$ cat src/rtl/gpio_pkg.sv
// Board-level constants shared by the GPIO peripheral and its input conditioner.
package gpio_pkg;
    localparam int GPIO_WIDTH         = 10;
    localparam int DEBOUNCE_1MS_50MHZ = 50000;
endpackage

$ cat src/rtl/debounce_bit.sv
// One input bit: two-flop synchroniser, stability counter, accepted level and edge pulses.
module debounce_bit #(
    parameter int DEBOUNCE_CYCLES = 50000,
    parameter int CNT_W           = $clog2(DEBOUNCE_CYCLES + 1)
) (
    input  logic clk,
    input  logic reset,
    input  logic raw_in,
    output logic clean_out,
    output logic rise_pulse,
    output logic fall_pulse,
    output logic change_next
);
    localparam logic [CNT_W-1:0] CNT_LAST = CNT_W'(DEBOUNCE_CYCLES - 1);

    logic             s1_q, s1_d;
    logic             s2_q, s2_d;
    logic             stable_q, stable_d;
    logic [CNT_W-1:0] cnt_q, cnt_d;
    logic             rise_q, rise_d;
    logic             fall_q, fall_d;

    always_comb begin
        s1_d     = raw_in;
        s2_d     = s1_q;
        stable_d = stable_q;
        cnt_d    = '0;
        rise_d   = 1'b0;
        fall_d   = 1'b0;
        // Any sample matching the accepted level restarts the count.
        if (s2_q != stable_q) begin
            if (cnt_q == CNT_LAST) begin
                stable_d = s2_q;
                rise_d   = s2_q;
                fall_d   = ~s2_q;
            end else begin
                cnt_d = cnt_q + CNT_W'(1);
            end
        end
    end

    always_ff @(posedge clk or posedge reset) begin
        if (reset) begin
            s1_q     <= 1'b0;
            s2_q     <= 1'b0;
            stable_q <= 1'b0;
            cnt_q    <= '0;
            rise_q   <= 1'b0;
            fall_q   <= 1'b0;
        end else begin
            s1_q     <= s1_d;
            s2_q     <= s2_d;
            stable_q <= stable_d;
            cnt_q    <= cnt_d;
            rise_q   <= rise_d;
            fall_q   <= fall_d;
        end
    end

    assign clean_out   = stable_q;
    assign rise_pulse  = rise_q;
    assign fall_pulse  = fall_q;
    assign change_next = rise_d | fall_d;
endmodule

$ cat src/rtl/gpio_debounce.sv
// Debounced input conditioner feeding the GPIO in_port, with per-bit edge pulses
// and a combined change strobe for the timer control logic.
module gpio_debounce
    import gpio_pkg::*;
#(
    parameter int WIDTH           = GPIO_WIDTH,
    parameter int DEBOUNCE_CYCLES = DEBOUNCE_1MS_50MHZ,
    parameter int CNT_W           = $clog2(DEBOUNCE_CYCLES + 1)
) (
    input  logic             clk,
    input  logic             reset,
    input  logic [WIDTH-1:0] raw_in,
    output logic [WIDTH-1:0] clean_out,
    output logic [WIDTH-1:0] rise_pulse,
    output logic [WIDTH-1:0] fall_pulse,
    output logic             any_change
);
    logic [WIDTH-1:0] change_next;
    logic             any_change_q, any_change_d;

    for (genvar i = 0; i < WIDTH; i++) begin : g_bit
        debounce_bit #(
            .DEBOUNCE_CYCLES(DEBOUNCE_CYCLES),
            .CNT_W          (CNT_W)
        ) u_bit (
            .clk        (clk),
            .reset      (reset),
            .raw_in     (raw_in[i]),
            .clean_out  (clean_out[i]),
            .rise_pulse (rise_pulse[i]),
            .fall_pulse (fall_pulse[i]),
            .change_next(change_next[i])
        );
    end

    // OR the next-cycle pulses so any_change lands on the same edge as the pulses.
    always_comb begin
        any_change_d = |change_next;
    end

    always_ff @(posedge clk or posedge reset) begin
        if (reset) begin
            any_change_q <= 1'b0;
        end else begin
            any_change_q <= any_change_d;
        end
    end

    assign any_change = any_change_q;
endmodule

$ cat config.mk
export PLATFORM = sky130hd
export DESIGN_NAME = gpio_debounce
export DESIGN_NICKNAME = d
export VERILOG_FILES = /design/src/rtl/gpio_pkg.sv /design/src/rtl/debounce_bit.sv /design/src/rtl/gpio_debounce.sv
export SDC_FILE = /design/constraint.sdc
export NUM_CORES = 1
export LEC_CHECK = 0
export CAP_MARGIN = 5
export CORE_UTILIZATION = 65
export CTS_CLUSTER_SIZE = 20
export DETAILED_ROUTE_END_ITERATION = 6
export HOLD_SLACK_MARGIN = 0.15
export PLACE_DENSITY = 0.85
export SLEW_MARGIN = 10
export SYNTH_ARGS = -nofsm -noshare
export SYNTH_HDL_FRONTEND = slang
export SYNTH_SLANG_ARGS = --single-unit
$ cat constraint.sdc
create_clock -name clk -period 19.9 [get_ports clk]
set_input_delay 1.99 -clock clk [delete_from_list [all_inputs] [get_ports clk]]
set_output_delay 1.99 -clock clk [all_outputs]
set_load 0.1 [all_outputs]
==> impl_results.md <==
* Syn-to-layout area delta at 11.4%
* CTS Hold Bufs at 0
* Syn Inst Count at between 800 and 900
* Synth Register Bits at around 210
* # rows at 44
* Max Slew Vio Count at 0
* Status: finished, violations left
* Root buffer cell: clkbuf_16
* CTS resizes at 0
* Synth async-reset ratio at between 90% and 100%
* Sw frac at a little over a fifth
* Drt initial violations at approximately 440
* Hold Path End: g_bit[1].u_bit.s2_q
* Top cell family by delay on the critical path: buffers and inverters
* Final setup TNS at 0 ps
* Nets at 942
* Fin crit share at a little over 20%
* Sequential share of the synthesized area at between 50% and 60%
* CP required at 17910 ps
* Maximum root-to-sink buffer count at 3
* Clock share of power at between 40 and 50%
* Routed Wire Length at 18.2 mm
* PwrDens at around 81 nW/um2
* Sink Count at ~210
* Part of the power in registers at roughly 50%
* Syn Nets at 914
* Synth top area cells: dfrtp_1 53%, xnor2_1 7.1%, xor2_1 6.5%, nor2_1 6.3%, nand3_1 3.0%
* Clock latency on the worst-skew pair at roughly 500 ps
* DRT antenna net count at 0
* Congestion Overflow GR at 0
* Largest net degree at the start of global routing at 131
* Vias at around 6400
* RSZ-0062 raised after global routing: no
* Syn_area_per_cell at about 11 um2
* Slew HR at about a third
* Vias in the first global route at 6483
* Residual DRC at 6
* Fill cells at just under 1000
* Combinational group share of total power at 3.0%
* Setup Fix Bufs, Post-CTS at 0
* Synth Flop Type: dfrtp_1
* CTS clk-pin slew, worst paths at ~60 ps
* Num CTS Buffers at 23
* Final Critical Period at approximately 4100 ps
* Hold Startpoint: g_bit[1].u_bit.s1_q
* Least-Margin Pin Slew at 1010 ps
* WP buf/inv at 1
* Htree depth at 1
* Hold path cells at 0
* R2R setup slack at around 18000 ps
* Achievable Freq at about 240 MHz
* Core area at about 15000 um2
* Max-cap viol count at 0
* Die W at roughly 130 um
* Leak pwr at a little under 5 nW
* # setup viols final at 0
* R2r endpoint: any_change
* Leading area contributor after synthesis: dfrtp_1
* R2R depth at 6
* Die Y at 125 um
* R2r startpoint: g_bit[1].u_bit.cnt_q[0]
* WL per Instance at approximately 16 um
* Max Clock Skew at approximately 14 ps
* Commonest non-fill, non-tap cell in the layout: dfrtp_1
* Number of flops mapped to enable cells by yosys at 0
* Aggregate global-route resource usage at about 25%
* Worst path arrival time at roughly 2100 ps
* Worst Setup Start Kind: flip-flop
* GPL Wtd Cong at 0.825
* CTS tree: done
* Min-delay worst type: reg -> reg
* Commonest non-fill, non-tap cells in the layout: 211 x dfrtp_1, 165 x nor2_1, 80 x xnor2_1
* IO Pins at 43
* Synth warnings at 0
* Initial Utilization at between 60% and 70%
* Post-Layout Cell Count at about 1100
* CP Cell Sequence: clkdlybuf4s50_1
* Post-Syn Area at 9910 um2
* Sw Pwr at a little under 0.2 mW
* Layout cell share with drive strength beyond 1 at 13.6%
* Slowest CP cell: clkdlybuf4s50_1
* Yosys top cell area share at 53.3%
* Die Area at between 15000 and 20000 um2
* Vias/cell at 5.66
* Internal power at about 0.70 mW
* Initial antenna violation count at 2
* TritonRoute pass-1 iters at 7
* First-pass GRT wire length at roughly 31 mm
* Final hold violations at 0
* Crit end category: output pin
* Synth cell types at 39
* Critical Path Fanout Max at 6
* Kind of critical path: reg -> out
* # placed instances at 1079
* Largest stage delay, worst path at ~1200 ps
* Post-DP HPWL at around 12 mm
* VDD IR-drop max at about 0.072 mV
* Violations in the final reports: design-rule violations
* Port bufs at 42
worst max-delay path by stage:
stage / startpoint / to / depth (start not counted)
floorplan: reset / any_change / 1
global placement: reset / g_bit[9].u_bit.cnt_q[13] / 3
detailed placement: reset / g_bit[9].u_bit.cnt_q[13] / 3
CTS: g_bit[7].u_bit.clean_out / clean_out[7] / 1
global route: g_bit[2].u_bit.clean_out / clean_out[2] / 1
finish: g_bit[2].u_bit.clean_out / clean_out[2] / 1
cell usage after synthesis, drive strengths merged, types with 10 or more instances:
master	count
and3	41
and4bb	10
buf	40
dfrtp	211
ha	10
inv	13
mux2	10
nand2	49
nand3	75
nand4	21
nor2	177
nor3	19
nor3b	19
nor4	10
nor4b	11
xnor2	80
xor2	73
per-layer routing:
metal  up-vias  GRT usage [%]  wire [um]
li1       3035              -          -
met1      3146           33.8       8270
met2       145           40.2       8790
met3        31           4.41        738
met4         0           7.46        380
met5         -              0          0
layout make-up:
class | count | area, um2 | share of cell area (%)
Sequential cell | 211 | 5280 | 47.9
Clock inverter | 12 | 116 | 1.05
Multi-Input combinational cell | 628 | 4270 | 38.7
Timing Repair Buffer | 43 | 428 | 3.88
Clock buffer | 30 | 652 | 5.91
Antenna cell | 2 | 5.00 | 0.0454
Tap cell | 184 | 230 | 2.09
Inverter | 13 | 56.3 | 0.510
logic make-up after synthesis:
kind of cell | Yosys count | share of synthesized area [%]
mux | 10 | 1.14
buf+inv | 53 | 3.64
fa+ha+maj | 10 | 1.26
compound gates | 5 | 0.328
flops | 211 | 53.3
simple gates | 450 | 26.8
xor+xnor | 153 | 13.5
power groups by stage:
| stage | Clock (mW) | Sequential [mW] | Combinational, mW |
|---|---|---|---|
| global route | 0.451 | 0.443 | 0.0309 |
| CTS | 0.433 | 0.443 | 0.0271 |
| detailed placement | 0 | 0.450 | 0.0268 |
| finish | 0.425 | 0.443 | 0.0264 |
| floorplan | 0 | 0.449 | 0.0202 |
| global placement | 0 | 0.450 | 0.0258 |
flip-flops by register name (all words and copies together) (netlist names):
| signal | count |
|---|---|
| any_change | 1 |
| g_bit.u_bit.clean_out | 10 |
| g_bit.u_bit.cnt_q | 160 |
| g_bit.u_bit.fall_pulse | 10 |
| g_bit.u_bit.rise_pulse | 10 |
| g_bit.u_bit.s1_q | 10 |
| g_bit.u_bit.s2_q | 10 |
metrics by stage:
step / cell area [um2] / total power, mW / util [%] / hold WS [ps] / worst slack [ps]
finish: 11000 / 0.894 / 75.1 / 349 / 15780
global route: 11000 / 0.925 / 75.0 / 367 / 15710
detailed placement: 10300 / 0.477 / 69.8 / 335 / 15640
floorplan: 9910 / 0.469 / - / 331 / 12140
CTS: 11000 / 0.902 / 75.0 / 348 / 15760
global placement: 10300 / 0.476 / 69.8 / 331 / 15700
Note: power is estimated with default switching activity, not from simulation.
==> edit 1, RTL diff (config.mk and constraints unchanged) <==
`GPIO_WIDTH`: 10 -> 20.
--- a/src/rtl/gpio_pkg.sv
+++ b/src/rtl/gpio_pkg.sv
@@ -1,6 +1,6 @@
 // Board-level constants shared by the GPIO peripheral and its input conditioner.
 package gpio_pkg;
-    localparam int GPIO_WIDTH         = 10;
+    localparam int GPIO_WIDTH         = 20;
     localparam int DEBOUNCE_1MS_50MHZ = 50000;
 endpackage
 
Ports: changed (resized clean_out, fall_pulse, raw_in and rise_pulse); port bits go from 43 to 83. No check against the original RTL was run, so the function may have changed too.
==> edit 1 against the original RTL <==
Wire length is 88% higher. Final area is 97% higher. Combinational power is 100% higher. The run still ends with design-rule violations left. Non-clock buffer count is 43 higher. Synthesized cell count is 100% higher. Largest power group unchanged. Total power is 98% higher. First-iteration DRC count is 80% higher. Global-route usage is 0.99 points lower. Count of clock-buffer cells in the layout is 32 higher. Synthesized area is 97% higher. Cell count is 100% higher. Setup slack worse by 0.23 ns. Sequential cell count is 210 higher.
==> edit 1: results (changes against the original RTL) <==
- Outcome: finished, violations left
- Failing checks: design-rule violations
- DRT Pass-1 Iters: 7 (unchanged)
- Hold_buf cts: 0 (unchanged)
- Post-synthesis sequential area ratio: 0.539 (+0.00568)
- Largest cells by area after synthesis: dfrtp_1 54%, xnor2_1 7.7%, nor2_1 6.5%
- # diodes: 0 (-2)
- First-pass GRT wire length: 60,400 µm (+92%)
- Postcts setup bufs: 0 (unchanged)
- Setup WS pre-CTS: 14.87 ns (-0.775 ns)
- Largest net degree at the start of global routing: 127 (-3.1%)
- Wire length per cell: 15.2 µm (-6.3%)
- Static leakage: 9.62 nW (+96%)
- Gr usage total: 0.236 (-0.00987)
- Hpwl dp: 22,300 µm (+92%)
- Later-pin clock latency in the skew report: 0.54 ns (+0.04 ns)
- Initial antenna violation count: 0 (-2)
- Syn Nets: 1,830 (+100%)
- Clock transition at the registers of the reported paths: 0.06 ns (about the same)
- Max FO, Critical Path: 126 (+120)
- Worst VDD drop: 64.2 µV (-11%)
- Largest register by flop count: g_bit.u_bit.cnt_q
- Initial DRC count: 788 (+80%)
- Cts bufs inserted: 42 (+83%)
- Port bufs: 82 (+95%)
- RePlAce Congestion: 0.857 (+4.0%)
- DRC: 2 (-4)
- Worst Hold Class: flop to flop
- Max incr delay on CP: 0.86 ns (-0.32 ns)
- Slew margin rel.: 0.322 (-0.00503)
- Root Buffer: clkbuf_16
- Crit path DAT: 4.87 ns (+2.74 ns)
- Synth async-reset ratio: 1.00 (unchanged)
- PostCTS Resize Cnt: 0 (unchanged)
- Crit path max-delay family: buffers and inverters
- Vias per cell: 5.56 (-1.9%)
- CP max stage cell: buf_4
- Max Root-Sink Buffers: 3 (unchanged)
- Post-route ant nets: 0 (unchanged)
- # nets final: 1,879 (+99%)
- Ys Warns: 0 (unchanged)
- Synth cell types: 38 (-2.6%)
- H-tree depth: 2 (+1)
- Layout fillers: 2,005 (+110%)
- Fraction of layout instances using a drive strength above 1: 0.0926 (-0.0429)
- Number of flip-flops in the largest register: 320 (+100%)
- Post-synth top cells: 421 x dfrtp_1, 338 x nor2_1, 173 x nand3_1
- Clock skew: 0.0177 ns (+0.00373 ns)
## edit 1: cell families after synthesis
logic type / Yosys count / synth area share
adder cells (fa/ha/maj): 20 / 0.0128
flip-flops: 421 / 0.539
AND/OR/NAND/NOR: 898 / 0.257
buffers and inverters: 106 / 0.0361
XOR/XNOR: 313 / 0.140
AO/OA/AOI/OAI: 10 / 0.00339
multiplexers: 20 / 0.0115
## edit 1: power by group
part / switching, mW / internal (mW)
Clock: 0.319 / 0.517
Sequential: 0.0132 / 0.870
Combinational: 0.0361 / 0.0167
## edit 1: metal layers
metal	track usage	wire length, µm	up-vias
li1	-	-	6067
met1	0.322	15300	6225
met2	0.391	16700	185
met3	0.0416	1390	68
met4	0.0681	826	0
met5	0	0	-
## edit 1: area by class of cell
cell class	count	share of cell area
Clock inverter	13	0.00913
Tap cell	390	0.0224
Multi-Input combinational cell	1261	0.382
Clock buffer	62	0.0597
Timing Repair Buffer	86	0.0390
Inverter	25	0.00465
Sequential cell	421	0.484
## edit 1: stage by stage
step                      cells  total power, mW  utilization  cell area [µm²]
after global routing       2258             1.83        0.735            21800
after floorplan            1788            0.937            -            19600
after global placement     2183            0.949        0.685            20300
after CTS                  2258             1.79        0.735            21800
after detailed placement   2183            0.952        0.685            20300
final                      2258             1.77        0.735            21800
## edit 1: worst paths after layout
kind	from	slack, ns	to	cells past startpoint
hold reg to reg	g_bit[2].u_bit.s1_q	0.35	g_bit[2].u_bit.s2_q	0
setup / recovery	reset	15.55	g_bit[18].u_bit.s2_q	4
min in group asynchronous	reset	2.03	g_bit[10].u_bit.rise_pulse	2
max in group clk	g_bit[6].u_bit.clean_out	15.69	clean_out[6]	1
hold / removal	g_bit[2].u_bit.s1_q	0.35	g_bit[2].u_bit.s2_q	0
setup reg to reg	g_bit[17].u_bit.cnt_q[0]	17.31	any_change	6
==> edit 2, RTL diff (config.mk and constraints unchanged) <==
Without the edit above. Add an input register stage for `raw_in`, without a reset; this delays it by one clock.
--- a/src/rtl/gpio_debounce.sv
+++ b/src/rtl/gpio_debounce.sv
@@ -15,6 +15,13 @@
     output logic [WIDTH-1:0] fall_pulse,
     output logic             any_change
 );
+
+    logic [WIDTH-1:0] raw_q;
+
+    always_ff @(posedge clk) begin
+        raw_q <= raw_in;
+    end
+
     logic [WIDTH-1:0] change_next;
     logic             any_change_q, any_change_d;
 
@@ -25,7 +32,7 @@
         ) u_bit (
             .clk        (clk),
             .reset      (reset),
-            .raw_in     (raw_in[i]),
+            .raw_in     (raw_q[i]),
             .clean_out  (clean_out[i]),
             .rise_pulse (rise_pulse[i]),
             .fall_pulse (fall_pulse[i]),
Formal check against the unedited RTL: no difference found for any inputs over 10 cycles, from zero or initial values and one cycle with reset high; that may be too few to reach the edited logic, so the function may still have changed.
==> edit 2 against the original RTL <==
Final area up 1.4%. Largest cell class unchanged. Highest routed layer unchanged. Clock skew down 0.0024 ns. Setup slack worse by 0.011 ns. Total power down 0.42%. Synthesized area up 2.0%. Sequential share of layout area up 1.1 points. Sequential cell count up 10. Wire length down 6.0%.
==> edit 2: results (changes against the original RTL) <==
- Outcome: complete, no violations
- Synth cell types: 40 (+2.6%)
- Fraction of layout instances using a drive strength above 1: 0.130 (-0.00552)
- Hpwl dp: 11,300 µm (-3.4%)
- First-pass GRT wire length: 29,500 µm (-6.0%)
- RePlAce Congestion: 0.818 (-0.80%)
- Initial antenna violation count: 1 (-1)
- Vias per cell: 5.55 (-1.9%)
- Later-pin clock latency in the skew report: 0.50 ns (about the same)
- Syn avg cell area: 11.2 µm² (+0.89%)
- Synth async-reset ratio: 0.955 (-0.0452)
- Worst VDD drop: 66.5 µV (-8.1%)
- Routed wire length: 17,100 µm (-6.0%)
- Gr usage total: 0.226 (-0.0195)
- Post-synthesis sequential area ratio: 0.542 (+0.00925)
- Largest cells by area after synthesis: dfrtp_1 52%, xnor2_1 6.9%, xor2_1 6.3%
- DRT Pass-1 Iters: 5 (-2)
- Clock skew: 0.0115 ns (-0.00243 ns)
- Power, Total: 0.890 mW (-0.42%)
- Slew margin rel.: 0.316 (-0.0118)
- Static leakage: 4.95 nW (+0.98%)
- Fin cells: 1,135 (+1.1%)
- Largest net degree at the start of global routing: 149 (+14%)
- Vias in the first global route: 6,180 (-4.7%)
- DP Area: 10,500 µm² (+2.0%)
- # nets final: 952 (+1.1%)
edit 2: cell types whose count changed in the layout (fill, tap and decap cells not counted):
cell	unedited run	this run
dfxtp_1	0	10
clkinv_2	8	4
clkbuf_1	2	5
bufinv_16	2	0
clkinv_4	0	2
clkinvlp_4	1	2
diode_2	2	1
inv_6	1	0
edit 2: worst reg2reg max path, cell delays in order (launching register included):
cell	delay (ns)
dfrtp_1	0.41
ha_1	0.25
and3_1	0.19
nand4_1	0.23
o22ai_1	0.19
nor4_1	0.28
o2111ai_1	0.18
edit 2: area by class of cell:
class	count	area, µm²
flip-flops and latches	221	5480
well taps	188	235
clock inverters	8	52.6
repair buffers	43	428
diodes	1	2.50
clock buffers	33	663
fillers	1010	4020
inverters	13	56.3
multi-input cells	628	4270
edit 2: metrics by stage:
step	worst slack [ns]	hold WS [ns]	utilization
after CTS	15.76	0.331	0.735
after detailed placement	15.79	0.324	0.688
after floorplan	12.14	0.316	-
after global placement	15.81	0.318	0.688
final	15.77	0.329	0.736
after global routing	15.70	0.341	0.735
edit 2: final timing paths:
kind	cells past startpoint	slack (ns)	from	endpoint
worst max-delay path	1	15.77	g_bit[5].u_bit.clean_out	clean_out[5]
worst min-delay path	0	0.33	raw_q[1]	g_bit[1].u_bit.s1_q
worst max register to register	6	18.00	g_bit[1].u_bit.cnt_q[0]	any_change
worst min register to register	0	0.33	raw_q[1]	g_bit[1].u_bit.s1_q
max in group asynchronous	3	16.39	reset	g_bit[4].u_bit.cnt_q[11]
min in group asynchronous	2	2.12	reset	g_bit[4].u_bit.clean_out
edit 2: metal layers:
| metal | vias to the layer above | global-route usage | wire, µm |
|---|---|---|---|
| met5 | - | 0 | 0 |
| li1 | 3053 | - | - |
| met1 | 3113 | 0.307 | 7800 |
| met3 | 34 | 0.0447 | 687 |
| met2 | 104 | 0.378 | 8290 |
| met4 | 0 | 0.0560 | 313 |
edit 2: cell families after synthesis:
kind of cell | count (synthesis) | synth area share
compound gates | 5 | 0.00322
xor+xnor | 153 | 0.133
fa+ha+maj | 10 | 0.0124
buf+inv | 53 | 0.0357
flops | 221 | 0.542
mux | 10 | 0.0111
simple gates | 450 | 0.263
edit 2: power breakdown:
group | leakage, nW | internal (mW) | switching [mW]
Sequential | 2.96 | 0.457 | 0.00678
Clock | 0.349 | 0.232 | 0.168
Combinational | 1.64 | 0.00831 | 0.0178
